[config.mk]
export PLATFORM = sky130hd
export DESIGN_NAME = core_fetch
export DESIGN_NICKNAME = d
export VERILOG_FILES = /design/src/rtl/config_pkg.sv /design/src/rtl/core_fetch_fifo.sv /design/src/rtl/core_fetch.sv
export SDC_FILE = /design/constraint.sdc
export NUM_CORES = 1
export LEC_CHECK = 0
export CELL_PAD_IN_SITES_DETAIL_PLACEMENT = 0
export CELL_PAD_IN_SITES_GLOBAL_PLACEMENT = 2
export CORE_ASPECT_RATIO = 1.2
export CORE_MARGIN = 5
export CORE_UTILIZATION = 32
export DETAILED_ROUTE_END_ITERATION = 16
export GPL_TIMING_DRIVEN = 0
export PLACE_DENSITY_LB_ADDON = 0.2
export SETUP_SLACK_MARGIN = 0.15
export SLEW_MARGIN = 20
export SYNTH_ARGS = -nofsm -noshare
export SYNTH_HDL_FRONTEND = slang
export SYNTH_SLANG_ARGS = --single-unit
[constraint.sdc]
create_clock -name clk -period 6.4 [get_ports clk]
set_input_delay 0.96 -clock clk [delete_from_list [all_inputs] [get_ports clk]]
set_output_delay 0.96 -clock clk [all_outputs]
set_load 0.005 [all_outputs]
[src/rtl/config_pkg.sv]
// Shared configuration and payload types for the instruction-fetch slice.
package config_pkg;

  localparam int unsigned ENTRY_XLEN = 32;
  localparam int unsigned ENTRY_W    = 2 * ENTRY_XLEN;
  localparam int unsigned FIFO_DEPTH = 2;
  localparam int unsigned CNT_W      = 2;

  typedef struct packed {
    int unsigned           XLEN;
    logic [ENTRY_XLEN-1:0] RESET_PC;
  } config_t;

  localparam config_t DEFAULT_CONF = '{XLEN: ENTRY_XLEN, RESET_PC: ENTRY_XLEN'(32'h8000_0000)};

  typedef enum logic [0:0] {
    FETCH = 1'b0,
    DRAIN = 1'b1
  } fetch_state_t;

  typedef struct packed {
    logic [ENTRY_XLEN-1:0] pc;
    logic [ENTRY_XLEN-1:0] inst;
  } fetch_entry_t;

  // Instruction fetch addresses are always word aligned.
  function automatic logic [ENTRY_XLEN-1:0] word_align(input logic [ENTRY_XLEN-1:0] addr);
    return addr & ~ENTRY_XLEN'(3);
  endfunction

endpackage

[src/rtl/core_fetch_fifo.sv]
// Two-entry registered FIFO holding {pc, inst} pairs between memory and decode.
module core_fetch_fifo
  import config_pkg::*;
(
  input  logic               clk,
  input  logic               rst,
  input  logic               push,
  input  logic [ENTRY_W-1:0] push_data,
  input  logic               pop,
  input  logic               flush,
  output logic [CNT_W-1:0]   count,
  output logic [ENTRY_W-1:0] head
);

  fetch_entry_t     slot0_q, slot0_d;
  fetch_entry_t     slot1_q, slot1_d;
  fetch_entry_t     push_entry;
  logic [CNT_W-1:0] count_q, count_d;
  logic             pop_en;
  logic             push_en;

  assign push_entry = fetch_entry_t'(push_data);

  // Slot 0 is always the head; a pop shifts slot 1 down.
  always_comb begin
    slot0_d = slot0_q;
    slot1_d = slot1_q;
    count_d = count_q;
    pop_en  = pop && (count_q != CNT_W'(0));
    push_en = push && ((count_q != CNT_W'(FIFO_DEPTH)) || pop_en);
    if (flush) begin
      count_d = CNT_W'(0);
    end else begin
      if (pop_en) begin
        slot0_d = slot1_q;
      end
      if (push_en) begin
        if ((count_q == CNT_W'(0)) || ((count_q == CNT_W'(1)) && pop_en)) begin
          slot0_d = push_entry;
        end else begin
          slot1_d = push_entry;
        end
      end
      count_d = count_q + CNT_W'(push_en) - CNT_W'(pop_en);
    end
  end

  always_ff @(posedge clk) begin
    if (rst) begin
      slot0_q <= '0;
      slot1_q <= '0;
      count_q <= CNT_W'(0);
    end else begin
      slot0_q <= slot0_d;
      slot1_q <= slot1_d;
      count_q <= count_d;
    end
  end

  assign count = count_q;
  assign head  = slot0_q;

endmodule

[src/rtl/core_fetch.sv]
// Instruction fetch: issues word requests, buffers in-order responses, and
// squashes stale traffic after a downstream redirect.
module core_fetch
  import config_pkg::*;
#(
  parameter config_t CONF = DEFAULT_CONF,
  localparam int unsigned XLEN = CONF.XLEN
) (
  input  logic            clk,
  input  logic            rst,
  output logic            imem_req_valid,
  input  logic            imem_req_ready,
  output logic [XLEN-1:0] imem_req_addr,
  input  logic            imem_rsp_valid,
  input  logic [XLEN-1:0] imem_rsp_data,
  input  logic            redirect_valid,
  input  logic [XLEN-1:0] redirect_pc,
  output logic            inst_valid,
  input  logic            inst_ready,
  output logic [XLEN-1:0] inst,
  output logic [XLEN-1:0] inst_pc
);

  localparam int unsigned     SUM_W            = CNT_W + 1;
  localparam logic [XLEN-1:0] PC_STEP          = XLEN'(4);
  localparam logic [XLEN-1:0] RESET_PC_ALIGNED = XLEN'(word_align(CONF.RESET_PC));

  fetch_state_t       state_q, state_d;
  logic [XLEN-1:0]    pc_q, pc_d;
  logic [CNT_W-1:0]   outstanding_q, outstanding_d;
  logic [SUM_W-1:0]   inflight;
  logic               req_fire;
  logic               rsp_live;
  logic               fifo_push;
  logic               fifo_pop;
  logic               fifo_flush;
  logic [CNT_W-1:0]   fifo_count;
  logic [ENTRY_W-1:0] fifo_head_bits;
  fetch_entry_t       push_entry;
  fetch_entry_t       head_entry;
  logic [XLEN-1:0]    rsp_pc;

  // While fetching, outstanding requests are the contiguous words just below pc.
  assign rsp_pc = pc_q - XLEN'({outstanding_q, 2'b00});

  always_comb begin
    state_d        = state_q;
    pc_d           = pc_q;
    outstanding_d  = outstanding_q;
    imem_req_valid = 1'b0;
    fifo_push      = 1'b0;
    fifo_flush     = 1'b0;

    // Only request when the response is guaranteed a FIFO slot.
    inflight = SUM_W'(outstanding_q) + SUM_W'(fifo_count);
    if (!rst && (state_q == FETCH) && (inflight < SUM_W'(FIFO_DEPTH))) begin
      imem_req_valid = 1'b1;
    end

    req_fire      = imem_req_valid && imem_req_ready;
    rsp_live      = imem_rsp_valid && (outstanding_q != CNT_W'(0));
    outstanding_d = outstanding_q + CNT_W'(req_fire) - CNT_W'(rsp_live);
    if (req_fire) begin
      pc_d = pc_q + PC_STEP;
    end

    case (state_q)
      FETCH: fifo_push = rsp_live;
      DRAIN: if (outstanding_d == CNT_W'(0)) state_d = FETCH;
      default: state_d = FETCH;
    endcase

    // A redirect squashes everything, including a request accepted this cycle.
    if (redirect_valid) begin
      pc_d       = redirect_pc & ~XLEN'(3);
      fifo_push  = 1'b0;
      fifo_flush = 1'b1;
      state_d    = (outstanding_d != CNT_W'(0)) ? DRAIN : FETCH;
    end
  end

  always_ff @(posedge clk) begin
    if (rst) begin
      state_q       <= FETCH;
      pc_q          <= RESET_PC_ALIGNED;
      outstanding_q <= CNT_W'(0);
    end else begin
      state_q       <= state_d;
      pc_q          <= pc_d;
      outstanding_q <= outstanding_d;
    end
  end

  assign push_entry = '{pc: ENTRY_XLEN'(rsp_pc), inst: ENTRY_XLEN'(imem_rsp_data)};
  assign fifo_pop   = inst_valid && inst_ready;

  core_fetch_fifo u_fifo (
    .clk       (clk),
    .rst       (rst),
    .push      (fifo_push),
    .push_data (push_entry),
    .pop       (fifo_pop),
    .flush     (fifo_flush),
    .count     (fifo_count),
    .head      (fifo_head_bits)
  );

  assign head_entry    = fetch_entry_t'(fifo_head_bits);
  assign imem_req_addr = pc_q;
  assign inst_valid    = (fifo_count != CNT_W'(0));
  assign inst          = XLEN'(head_entry.inst);
  assign inst_pc       = XLEN'(head_entry.pc);

endmodule

==> impl_metrics.yaml <==
sta:
  fin_crit_sh_pct: 60.8
  min_period_ns: 3.89
  drv_slew: 0
  maxSlewHeadroom_pct: 47.0
  setup_viol: 0
  hold_viol_final: 0
  fmax_mhz: 257
  tightest_slew_ns: 0.795
  fin_worst_skew_ns: 0.0100
  rsz0062_at_grt: "false"
  fin_tns_setup_ns: 0
floorplanning:
  io_pins: 168
  initial_core_util_pct: 32.6
  rows: 61
  die_x_um: 150
  coreArea_mm2: 0.0232
  chipHeight_um: 178
  dieArea_mm2: 0.0268
clock_network:
  clock_latency_ns: 0.43
  cts_hold_buf: 0
  cts.sinks: 161
  post_cts_resized: 0
  tritoncts: "done"
  cts_made_buffers: 17
  cts.path.max_buffers: 2
  htree_levels: 4
  path_clk_slew_ns: 0.08
  root_buffer: "clkbuf_16"
  cts_setup_buffers: 0
layout:
  final_common_cell: "clkdlybuf4s50_1"
  fin_nets: 1161
  nFillCells: 2438
  diodes: 0
  instances_no_fill: 1410
  syn_to_final_growth_pct: 34.5
  mostFrequentLayoutCells: "clkdlybuf4s50_1 (162), dfxtp_1 (161), nand2_1 (120)"
  finalInstanceArea_mm2: 0.0102
  drive_gt1_share_pct: 5.11
critical_path:
  crit_end: "u_fifo.slot1_q[27]"
  slowest_stage: "clkdlybuf4s50_1"
  path_buf_inv: 4
  cpMostUsedCell: "clkbuf_1"
  cpPeakStageDelay_ns: 0.59
  critPathLaunch: "redirect_valid"
  r2r_end: "state_q"
  rr_worst_depth: 12
  r2r_start: "u_fifo.count[0]"
  reg2reg_slack_ns: 3.15
  critPathLaunchType: "input port"
  endpoint_kind: "flip-flop"
  path_class: "input port to flip-flop"
  cp_top_family: "buffers and inverters"
  path_depth: 9
  cp.arrival_ns: 4.25
  cp.required_ns: 6.76
  crit_chain: "clkdlybuf4s50_1, or2_2, clkbuf_1, or2_2, a21oi_1, clkbuf_1, clkbuf_1, nand2_1, a21oi_1"
  crit_path_max_fanout: 10
placed_design:
  portBuffers: 162
  dp_cells: 1378
  finalWeightedCongestion: 0.830
  post-dp-hpwl_um: 19400
  placed_area_mm2: 0.00958
global_routing:
  grt_pass1_wl_um: 40200
  grt_max_degree: 19
  grt.total_usage_pct: 19.4
  grt_pass1_vias: 7164
  overflow: 0
  antenna_found_initial: 0
detailed_routing:
  routed_wl_um: 25800
  first_iter_violations: 353
  final_antenna_net_count: 0
  first_pass_iters: 4
  route.detailed.drc: 0
  vias: 7113
  wl_per_cell_um: 18.3
  avgViaCountPerCell: 5.04
synth:
  synth_edf_count: 0
  yosys_most_used_dff: "dfxtp_1"
  synth_area_mm2: 0.00756
  synth_cell_types: 54
  syn-instance-count: 900
  synth_warnings: 0
  postSynthAreaPerCell_um2: 8.40
  synth_seq_area_share_pct: 42.6
  synth-seq-cells: 161
  async_flop_share_pct: 0
power:
  cellPowerDensity_mw_per_mm2: 270
  pwr-share-seq_pct: 41.2
  p_sw_share_pct: 31.3
  pwr-share-clk_pct: 36.9
  intPower_mw: 1.89
  power_frac_comb_pct: 21.9
  power.net_switching_mw: 0.860
  ir_worst_vdd_mv: 0.179
  leakage_nw: 3.23
run:
  maxCapViolCount: 0
run_status:
  outcome: "finished clean"
worst_hold_path:
  hold_class: "flip-flop to flip-flop"
-- power by group through the flow --
| stage | registers, mW | clock network (mW) | logic, mW |
|---|---|---|---|
| after detailed placement | 1.15 | 0 | 0.606 |
| after global routing | 1.14 | 1.08 | 0.662 |
| after global placement | 1.16 | 0 | 0.605 |
| final | 1.13 | 1.02 | 0.601 |
| after floorplan | 1.15 | 0 | 0.303 |
| after CTS | 1.13 | 1.04 | 0.609 |
-- cells in the mapped netlist, drive strengths merged, types with 2 or more instances --
library cell	instances	area (um^2)
a211oi	63	473
a21o	2	15.0
a21oi	55	275
a311oi	12	105
a31o	3	26.3
a31oi	2	12.5
and2	4	25.0
and3	6	37.5
and4	3	27.5
buf	12	75.1
clkbuf	74	278
dfxtp	161	3220
fa	2	40.0
ha	7	87.6
inv	14	52.6
mux2i	43	430
nand2	120	450
nand3	18	90.1
nand4	15	93.8
nand4b	2	17.5
nor2	93	349
nor2b	3	18.8
nor3	14	75.1
nor3b	2	15.0
nor4	24	165
nor4b	3	26.3
o211a	2	20.0
o211ai	10	75.1
o21a	3	22.5
o21ai	21	105
o22ai	21	131
o32a	2	20.0
o32ai	2	17.5
or2	4	25.0
or3	10	62.6
or4	6	52.6
xnor2	34	298
xor2	20	175
-- cell type report --
type,count,area [um^2],area share (%)
clock inverters,15,158,1.55
inverters,14,52.6,0.517
plain buffers,86,353,3.47
multi-input cells,640,3940,38.7
clock buffers,17,425,4.18
flip-flops and latches,161,3220,31.7
well taps,315,394,3.88
repair buffers,162,1620,16.0
-- tightest hold or removal path, delay by kind of cell (launching register included) --
kind	cells	cell delay (ns)
flip-flops	1	0.31
AND/OR/NAND/NOR	1	0.05
AO/OA/AOI/OAI	1	0.05
-- per-layer routing --
metal	part of all wire [%]	up-vias	global-route usage, %
li1	-	3570	-
met5	0	-	0
met3	4.7	21	3.96
met4	1.0	0	4.16
met2	50	155	34.0
met1	44	3367	24.6
-- cell families after synthesis --
kind of cell,synth area share (%)
mux,5.70
compound gates,17.8
xor+xnor,6.26
other cells,0.0496
buf+inv,5.36
simple gates,20.5
flops,42.6
fa+ha+maj,1.69
-- state kept, by name, summed over array words and instances, names as in the netlist --
name	count
u_fifo.slot1_q	62
u_fifo.head	64
outstanding_q	2
state_q	1
u_fifo.count	2
imem_req_addr	30
-- through the flow --
stage	util [%]	power, mW	hold slack [ns]	worst slack (ns)
6_report	43.8	2.75	0.454	2.51
5_1_grt	43.8	2.88	0.470	2.34
4_1_cts	43.8	2.78	0.457	2.56
3_5_place_dp	41.3	1.76	0.447	2.12
3_3_place_gp	41.3	1.76	0.441	2.16
2_1_floorplan	-	1.45	0.436	3.55
-- how the worst min path moves through the flow --
| stage | slack [ns] | depth (start not counted) | to | from |
|---|---|---|---|---|
| 6_report | 0.45 | 2 | u_fifo.slot1_q[10] | u_fifo.slot1_q[10] |
| 3_5_place_dp | 0.45 | 2 | u_fifo.slot1_q[0] | u_fifo.slot1_q[0] |
| 4_1_cts | 0.46 | 2 | u_fifo.slot1_q[0] | u_fifo.slot1_q[0] |
| 2_1_floorplan | 0.44 | 2 | u_fifo.slot1_q[0] | u_fifo.slot1_q[0] |
| 3_3_place_gp | 0.44 | 2 | u_fifo.slot1_q[7] | u_fifo.slot1_q[7] |
| 5_1_grt | 0.47 | 2 | u_fifo.slot1_q[25] | u_fifo.slot1_q[25] |
Power figures use the tool's default switching activity.
